File: src/rtl/alu_seq_top.sv
// alu_seq_top: registered WIDTH-bit ALU with valid/ready on both sides.
// Sum, difference and product finish in one cycle. Quotient and modulo share
// a restoring divider that produces one quotient bit per cycle, MSB first.
//
// state | meaning
// ------+-----------------------------------------------------------------
// IDLE  | ready_o high, waiting for valid_i
// CALC  | divider stepping, WIDTH cycles, neither side handshakes
// DONE  | valid_o high, result and flags held until ready_i
module alu_seq_top #(
    parameter int WIDTH = 8
) (
    input  logic             clk_i,
    input  logic             rst_i,
    input  logic             valid_i,
    output logic             ready_o,
    input  logic [2:0]       ctrl_i,
    input  logic [WIDTH-1:0] data0_i,
    input  logic [WIDTH-1:0] data1_i,
    output logic             valid_o,
    input  logic             ready_i,
    output logic [WIDTH-1:0] result_o,
    output logic             zero_o,
    output logic             carry_o,
    output logic             ovf_o,
    output logic             err_o
);

    localparam int CNT_W = $clog2(WIDTH + 1);
    localparam int PW    = 2 * WIDTH;

    localparam logic [2:0] OP_ADD = 3'b000;
    localparam logic [2:0] OP_SUB = 3'b001;
    localparam logic [2:0] OP_MUL = 3'b010;
    localparam logic [2:0] OP_DIV = 3'b011;
    localparam logic [2:0] OP_MOD = 3'b100;

    typedef enum logic [1:0] {
        S_IDLE,
        S_CALC,
        S_DONE
    } state_t;

    state_t state_q, state_d;

    logic [WIDTH-1:0] result_q, result_d;
    logic             zero_q, zero_d;
    logic             carry_q, carry_d;
    logic             ovf_q, ovf_d;
    logic             err_q, err_d;

    // Divider working registers: quo_q starts as the dividend and is shifted
    // out MSB first while quotient bits are shifted in at the bottom.
    logic [WIDTH-1:0] rem_q, rem_d;
    logic [WIDTH-1:0] quo_q, quo_d;
    logic [WIDTH-1:0] div_q, div_d;
    logic [CNT_W-1:0] cnt_q, cnt_d;
    logic             mod_q, mod_d;

    logic             accept;
    logic             is_div;
    logic             start_div;
    logic             last_step;
    logic [WIDTH:0]   sum_w;
    logic [PW-1:0]    prod_w;
    logic [WIDTH:0]   shifted_w;
    logic             ge_w;
    logic [WIDTH-1:0] step_rem;
    logic [WIDTH-1:0] step_quo;

    assign ready_o  = (state_q == S_IDLE);
    assign valid_o  = (state_q == S_DONE);
    assign result_o = result_q;
    assign zero_o   = zero_q;
    assign carry_o  = carry_q;
    assign ovf_o    = ovf_q;
    assign err_o    = err_q;

    assign accept    = valid_i && ready_o;
    assign is_div    = (ctrl_i == OP_DIV) || (ctrl_i == OP_MOD);
    assign start_div = accept && is_div && (data1_i != '0);
    assign last_step = (cnt_q == CNT_W'(1));

    assign sum_w  = {1'b0, data0_i} + {1'b0, data1_i};
    assign prod_w = PW'(data0_i) * PW'(data1_i);

    // One restoring step. When the trial subtraction succeeds the true
    // difference is below the divisor, so a WIDTH-bit subtract is exact.
    assign shifted_w = {rem_q, quo_q[WIDTH-1]};
    assign ge_w      = (shifted_w >= {1'b0, div_q});
    assign step_rem  = ge_w ? (shifted_w[WIDTH-1:0] - div_q) : shifted_w[WIDTH-1:0];
    assign step_quo  = {quo_q[WIDTH-2:0], ge_w};

    // State register.
    always_ff @(posedge clk_i or posedge rst_i) begin
        if (rst_i) begin
            state_q <= S_IDLE;
        end else begin
            state_q <= state_d;
        end
    end

    // Next-state selection.
    always_comb begin
        state_d = state_q;
        case (state_q)
            S_IDLE: begin
                if (accept) begin
                    state_d = start_div ? S_CALC : S_DONE;
                end
            end
            S_CALC: begin
                if (last_step) begin
                    state_d = S_DONE;
                end
            end
            S_DONE: begin
                if (ready_i) begin
                    state_d = S_IDLE;
                end
            end
            default: state_d = S_IDLE;
        endcase
    end

    // Result, flag and divider next-state computation.
    always_comb begin
        logic [WIDTH-1:0] res_w;
        logic             car_w;
        logic             ovf_w;
        logic             err_w;

        result_d = result_q;
        zero_d   = zero_q;
        carry_d  = carry_q;
        ovf_d    = ovf_q;
        err_d    = err_q;
        rem_d    = rem_q;
        quo_d    = quo_q;
        div_d    = div_q;
        cnt_d    = cnt_q;
        mod_d    = mod_q;
        res_w    = '0;
        car_w    = 1'b0;
        ovf_w    = 1'b0;
        err_w    = 1'b0;

        case (state_q)
            S_IDLE: begin
                if (accept) begin
                    case (ctrl_i)
                        OP_ADD: begin
                            res_w = sum_w[WIDTH-1:0];
                            car_w = sum_w[WIDTH];
                        end
                        OP_SUB: begin
                            res_w = data0_i - data1_i;
                            car_w = (data0_i < data1_i);
                        end
                        OP_MUL: begin
                            res_w = prod_w[WIDTH-1:0];
                            ovf_w = |prod_w[PW-1:WIDTH];
                        end
                        OP_DIV, OP_MOD: begin
                            // Only the divide-by-zero case reaches the result here.
                            res_w = (ctrl_i == OP_DIV) ? '1 : data0_i;
                            err_w = 1'b1;
                        end
                        default: begin
                            err_w = 1'b1;
                        end
                    endcase

                    if (start_div) begin
                        rem_d = '0;
                        quo_d = data0_i;
                        div_d = data1_i;
                        cnt_d = CNT_W'(WIDTH);
                        mod_d = (ctrl_i == OP_MOD);
                    end else begin
                        result_d = res_w;
                        zero_d   = (res_w == '0);
                        carry_d  = car_w;
                        ovf_d    = ovf_w;
                        err_d    = err_w;
                    end
                end
            end
            S_CALC: begin
                rem_d = step_rem;
                quo_d = step_quo;
                cnt_d = cnt_q - CNT_W'(1);
                if (last_step) begin
                    res_w    = mod_q ? step_rem : step_quo;
                    result_d = res_w;
                    zero_d   = (res_w == '0);
                    carry_d  = 1'b0;
                    ovf_d    = 1'b0;
                    err_d    = 1'b0;
                end
            end
            default: begin
            end
        endcase
    end

    // Result, flag and divider registers; reset discards any in-flight divide.
    always_ff @(posedge clk_i or posedge rst_i) begin
        if (rst_i) begin
            result_q <= '0;
            zero_q   <= 1'b0;
            carry_q  <= 1'b0;
            ovf_q    <= 1'b0;
            err_q    <= 1'b0;
            rem_q    <= '0;
            quo_q    <= '0;
            div_q    <= '0;
            cnt_q    <= '0;
            mod_q    <= 1'b0;
        end else begin
            result_q <= result_d;
            zero_q   <= zero_d;
            carry_q  <= carry_d;
            ovf_q    <= ovf_d;
            err_q    <= err_d;
            rem_q    <= rem_d;
            quo_q    <= quo_d;
            div_q    <= div_d;
            cnt_q    <= cnt_d;
            mod_q    <= mod_d;
        end
    end

endmodule

File: config.mk
export PLATFORM = sky130hd
export DESIGN_NAME = alu_seq_top
export DESIGN_NICKNAME = d
export VERILOG_FILES = /design/src/rtl/alu_seq_top.sv
export SDC_FILE = /design/constraint.sdc
export NUM_CORES = 1
export LEC_CHECK = 0
export CORE_MARGIN = 4
export CORE_UTILIZATION = 53
export CTS_BUF_LIST = sky130_fd_sc_hd__clkbuf_2
export DETAILED_ROUTE_END_ITERATION = 7
export MAX_ROUTING_LAYER = met4
export PLACE_DENSITY_LB_ADDON = 0.3
export RECOVER_POWER = 25
export SYNTH_ARGS = -nofsm -noshare
export SYNTH_HDL_FRONTEND = slang
export SYNTH_SLANG_ARGS = --single-unit
export TNS_END_PERCENT = 30
File: constraint.sdc
create_clock -name clk_i -period 2.5 [get_ports clk_i]
set_input_delay 0.25 -clock clk_i [delete_from_list [all_inputs] [get_ports clk_i]]
set_output_delay 0.25 -clock clk_i [all_outputs]
set_load 0.01 [all_outputs]
==> results of run 1 <==
## state kept, by name, indices dropped and copies added (netlist names)
register,count
zero_o,1
quo_q,8
result_o,8
err_o,1
div_q,8
state_q,2
ovf_o,1
mod_q,1
rem_q,8
carry_o,1
cnt_q,4
## worst paths after layout
path                                    startpoint                       to  slack, ps  cells past startpoint
max                                     data1_i[5]        ovf_o$_DFFE_PP0P_      -1320                     18
min                                     data1_i[4]     div_q[4]$_DFFE_PP0P_        200                      4
max reg2reg                   quo_q[7]$_DFFE_PP0P_       zero_o$_DFFE_PP0P_       -320                     12
min reg2reg                result_o[1]$_DFFE_PP0P_  result_o[1]$_DFFE_PP0P_        510                      2
max in group asynchronous                    rst_i     cnt_q[2]$_DFFE_PP0P_       1250                      3
min in group asynchronous                    rst_i     div_q[2]$_DFFE_PP0P_        580                      3
## routing by layer
layer	wire length [µm]	GRT usage
met5	0	-
met4	410	0.07740
met3	796	0.03320
met2	8154	0.4723
met1	6413	0.3391
## power breakdown
part           switching [mW]  total, mW  internal (mW)
sequential              0.236       1.23          0.995
clock                   0.245      0.316         0.0713
combinational            2.60       5.31           2.71
## timing repair
| action | in CTS | in global routing |
|---|---|---|
| gates resized for setup | 87 | 46 |
| setup endpoints to repair | 10 | 16 |
| setup buffers | 1 | 5 |
| pin swaps | 17 | 23 |
## area by class of cell
class | count | area [µm²]
clock buffers | 6 | 30.03
clock inverters | 2 | 12.51
fillers | 767 | 3039
inverters | 96 | 365.4
multi-input cells | 479 | 4169
flip-flops and latches | 43 | 1076
well taps | 136 | 170.2
repair buffers | 167 | 1369
## critical path, delay by kind of cell
family	cells	cell delay (ps)
AOI/OAI and AO/OA	6	810
buffers and inverters	5	420
adders and majority gates	5	2200
and+or+nand+nor	2	460
## kinds of logic after synthesis
family	after synthesis	synth area share
AOI/OAI and AO/OA	157	0.1953
xor gates and xnor gates	17	0.02694
adders and majority gates	101	0.2816
buffers and inverters	129	0.09303
DFF	43	0.1947
muxes	17	0.03305
and+or+nand+nor	187	0.1754
## placed cells by master (no fill, tap or decap), types with 4 or more instances in the layout
cell             synthesis  layout
a211oi_2                 1       5
a21o_1                  11      11
a21oi_1                 28      25
a222oi_1                 7       7
a31oi_1                  8       8
and2_1                  30      25
and2_4                   0       5
buf_2                    9       4
buf_4                    1     126
buf_6                    2       8
clkbuf_2                 0       8
clkdlybuf4s50_1          0      19
dfrtp_1                 43      43
fa_1                    39      37
ha_1                    62      52
ha_4                     0       7
inv_1                   95      88
inv_2                    1       5
mux2_2                   6       5
mux2i_1                 10       9
nand2_1                 60      58
nand2b_1                 8       8
nand3b_1                 5       5
nand4_1                  4       4
nor2_1                  42      38
nor2_4                   1       4
nor2b_1                 11      11
nor3_1                   5       5
o211ai_1                 4       4
o21a_1                   6       6
o21ai_0                 41      36
o21ai_1                  2       5
o31ai_1                  5       5
xnor2_1                 14      12
==> results.cfg, run 1 <==
[outcome]
status = complete, but fails checks
violations = negative setup slack

[placed_design]
globalplace.congestion = 0.9620
place_ws_ps = -2380
dp_cells = 916
dp_hpwl_um = 12510
io_buffers = 36
placed_cell_area_mm2 = 0.006910

[routing]
drtIter0Drc = 377
avgViaCountPerCell = 5.675
drc = 0
ant_nets = 0
routed_wirelength_um = 15780
dr.pass1.iters = 5
vias = 5272
wl_per_cell_um = 16.98

[synthesis]
yosys-top-cells-area = dfrtp_1 19%, fa_1 14%, ha_1 14%, inv_1 6.5%, nand2_1 4.1%
syn_area_mm2 = 0.005528
synth_edf_count = 0
ys_async_sr_fraction = 1.000
synth_cell_types = 70
ys_warn_count = 0
avgSynthCellArea_um2 = 8.491
synth.net_count = 775
synth_flop_cell = dfrtp_1
synth_top_area_share = 0.1947
syn_inst = 651
synth.top_cells.by_count = 95 x inv_1, 62 x ha_1, 60 x nand2_1
ys_ff_latch = 43
yosysTopAreaCell = dfrtp_1
ys_seq_area_frac = 0.1947
yosysMostFrequentCell = inv_1

[sta]
slew_headroom = 0.2672
rsz0062_at_grt = yes
period_needed_ps = 3818
hold_viol = 0
setup_viol = 9
setup_ws_ps = -1318
skew_ps = 16.98
holdWs_ps = 204.1
max_freq_ghz = 0.2619
worst_pin_slew_ps = 1099
drv_slew = 0
finalCritPeriodShare = 1.527
tns_ps = -6053

[final_layout]
area_growth_pct = 30.10
final_area_mm2 = 0.007192
final_core_util = 0.7029
antenna_cells = 0
final_nets = 916
fin_cells = 929
drive_gt1_frac = 0.2774

[die]
die_area_mm2 = 0.01213
core.rowCount = 37
ioPinCount = 37
die_h_um = 110.1
core_mm2 = 0.01023
fp.dieW_um = 110.1
initial_utilization = 0.5403

[critical_path]
crit_path_start_kind = input port
arrival_ps = 4140
crit_top_cell = fa_1
critPathRequiredTime_ps = 2830
criticalPathCategory = in -> reg
critPathSlowestCell = fa_1
critPathCaptureType = flip-flop
cp_cell_sequence = clkdlybuf4s15_2 -> nand2_1 -> fa_1 -> fa_1 -> inv_1 -> fa_1 -> inv_1 -> fa_1 -> inv_2 -> ha_4 -> inv_2 -> a211oi_2 -> o21a_1 -> o21a_1 -> o21a_1 -> or4_1 -> o21ai_1 -> a41oi_1
cp_max_fo = 3
slowest_delay_ps = 550

[global_route]
grt_pass1_wl_um = 25360
antenna_found_initial = 0
grt_max_degree = 44
grt_pass1_vias = 5262
grt_use_total = 0.2736
overflow = 0

[clock_tree]
cts_tree = built
cts_buffers = 5
ctsHoldBuffers = 0
clkLatencyLatePin_ps = 410
path_clk_slew_ps = 240
cts.sinks = 43
root_buffer = clkbuf_2
cts_max_level = 2
ctsLongestPathBuffers = 2

[power]
power_density_mw_per_mm2 = 953.8
finalPower_mw = 6.860
p_leak_nw = 3.504
ir_drop_uv = 637.6

[job]
max-cap-violations = 0

[min_path]
hold_path.class = in -> reg
Note: power is estimated with default switching activity, not from simulation.
==> run 2: changes to the inputs <==
CTS_BUF_LIST = sky130_fd_sc_hd__clkbuf_16   (was sky130_fd_sc_hd__clkbuf_2)
TNS_END_PERCENT = not set   (was 30)
==> run 2 against run 1 <==
- the run still ends with negative setup slack left
- combinational power grew 4.3%
- final area grew 7.4%
- maximum frequency shrank 4.8%
- first-iteration DRC count grew 21%
- core utilization grew 5.2 points
- critical path type unchanged
- power grew 11%
- wire length grew 8.6%
- register-to-register slack lost 160 ps
- sequential cell count is the same
- via count grew 2.5%
==> results.cfg, run 2 (same netlist as run 1, synthesis figures left out) <==
[routing]
routed_wirelength_um = 17140
wl_met2_um = 8790
dr.pass1.iters = 8
highest_layer = met4
avgViaCountPerCell = 5.712
ant_nets = 0
drtIter0Drc = 458
drc = 0
dr_wl_met3_um = 803
wl_met1_um = 6983
vias = 5404
wl_per_cell_um = 18.12

[sta]
period_needed_ps = 4010
skew_ps = 4.960
hold_viol = 0
drv_slew = 0
worst_pin_slew_ps = 1087
rsz0062_at_grt = yes
slew_headroom = 0.2753
setup_viol = 7
setup_ws_ps = -1510
max_freq_ghz = 0.2494
finalCritPeriodShare = 1.604

[critical_path]
r2r_end = zero_o$_DFFE_PP0P_
critPathLaunch = data1_i[4]
arrival_ps = 4160
crit_path_end = ovf_o$_DFFE_PP0P_
critPathRequiredTime_ps = 2650
r2r_start = quo_q[7]$_DFFE_PP0P_
r2r_cells = 12
crit_path_start_kind = input port
criticalPathCategory = in -> reg
critPathCaptureType = flip-flop
r2r_setup_slack_ps = -480
cp_max_fo = 6

[placed_design]
globalplace.congestion = 0.9512
io_buffers = 36
place_ws_ps = -2319
dp_hpwl_um = 13190

[power]
ir_drop_uv = 790.2
power_density_mw_per_mm2 = 985.7
p_leak_nw = 3.697
finalPower_mw = 7.615

[outcome]
status = complete, but fails checks
violations = negative setup slack

[die]
core.rowCount = 37
core_mm2 = 0.01023
fp.dieW_um = 110.1
initial_utilization = 0.5403
die_area_mm2 = 0.01213
ioPinCount = 37
die_h_um = 110.1

[clock_tree]
ctsLongestPathBuffers = 2
path_clk_slew_ps = 60
root_buffer = clkbuf_16
cts_max_level = 2
cts_buffers = 5
clkLatencyLatePin_ps = 280
cts_tree = built
cts.sinks = 43

[global_route]
grt_use_total = 0.3039
grt_pass1_vias = 5596
grt_pass1_wl_um = 27980
overflow = 0
antenna_found_initial = 0
grt_max_degree = 44

[min_path]
hold_path.class = in -> reg
holdCritStartpoint = data1_i[4]

[final_layout]
final_cell_mix = 132 x buf_4, 80 x inv_1, 57 x nand2_1
area_growth_pct = 39.75
drive_gt1_frac = 0.3321
final_nets = 933
final_core_util = 0.7550
final_common_cell = buf_4
antenna_cells = 0

[job]
max-cap-violations = 0
-- run 2: cell count changes in the layout (fill, tap and decap cells not counted), moves of 3 or more --
cell | before | now
buf_6 | 8 | 18
and2_4 | 5 | 8
and2_1 | 25 | 22
o21ai_0 | 36 | 33
clkbuf_16 | 0 | 5
clkbuf_2 | 8 | 1
nor2_1 | 38 | 34
ha_1 | 52 | 44
inv_1 | 88 | 80
inv_2 | 5 | 15
ha_4 | 7 | 16
buf_4 | 126 | 132
-- run 2: repair_timing --
item                       in CTS  in global routing
buffers inserted               10                  7
gates cloned                    0                  1
setup endpoints to repair      10                 25
resized for setup             126                 50
pin swaps                      44                 33
hold buffers                    0                  0
-- run 2: metrics by stage --
stage               area, µm²  hold WS, ps  std cells  setup TNS [ps]
floorplan                5720        366.8        651           -6296
global placement         7056        457.4        925          -16440
detailed placement       7056        473.9        925          -16870
CTS                      7491        364.1        942           -6870
global route             7725        389.8        946           -7693
finish                   7725        363.5        946           -6718
-- run 2: layout make-up --
| type | instances | area, µm² |
|---|---|---|
| clock buffer | 5 | 125.1 |
| clock inverter | 3 | 63.81 |
| fill | 675 | 2506 |
| inverter | 96 | 364.1 |
| multi-input combinational | 479 | 4398 |
| sequential | 43 | 1076 |
| tap | 136 | 170.2 |
| timing repair buffer | 184 | 1528 |
-- run 2: worst min-delay path by stage --
stage	end	slack, ps	cells past startpoint
2_1_floorplan	div_q[1]$_DFFE_PP0P_	370	2
3_3_place_gp	result_o[1]$_DFFE_PP0P_	460	2
3_5_place_dp	rem_q[7]$_DFFE_PP0P_	470	1
4_1_cts	div_q[4]$_DFFE_PP0P_	360	4
5_1_grt	div_q[3]$_DFFE_PP0P_	390	4
6_report	div_q[4]$_DFFE_PP0P_	360	4
-- run 2: worst max-delay path: stages --
cell and delay, ps:
buf_8 110, and2_4 150, fa_1 520, inv_1 50, fa_1 480, inv_1 50, fa_1 500, inv_2 50
fa_1 510, inv_2 60, ha_4 210, inv_2 60, a211oi_2 40, o21a_1 170, o21a_1 180, o21a_1 180
or4_1 400, o21ai_1 90, a41oi_1 100
-- run 2: power by group --
part | switching, mW | leakage [nW] | internal, mW
clock network | 0.268 | 0.0952 | 0.569
registers | 0.232 | 0.543 | 1.00
logic | 2.77 | 3.06 | 2.78
-- run 2: layer usage --
layer	global-route usage	vias to the layer above
met5	-	-
met4	0.1038	0
met3	0.02446	38
met2	0.5342	193
met1	0.3686	2635
li1	-	2538
==> run 3: changes to the inputs <==
CTS_CLUSTER_DIAMETER = 50   (was not set)
==> results of run 3 <==
No change in the layout: final DEF, timing and power equal those of run 2.
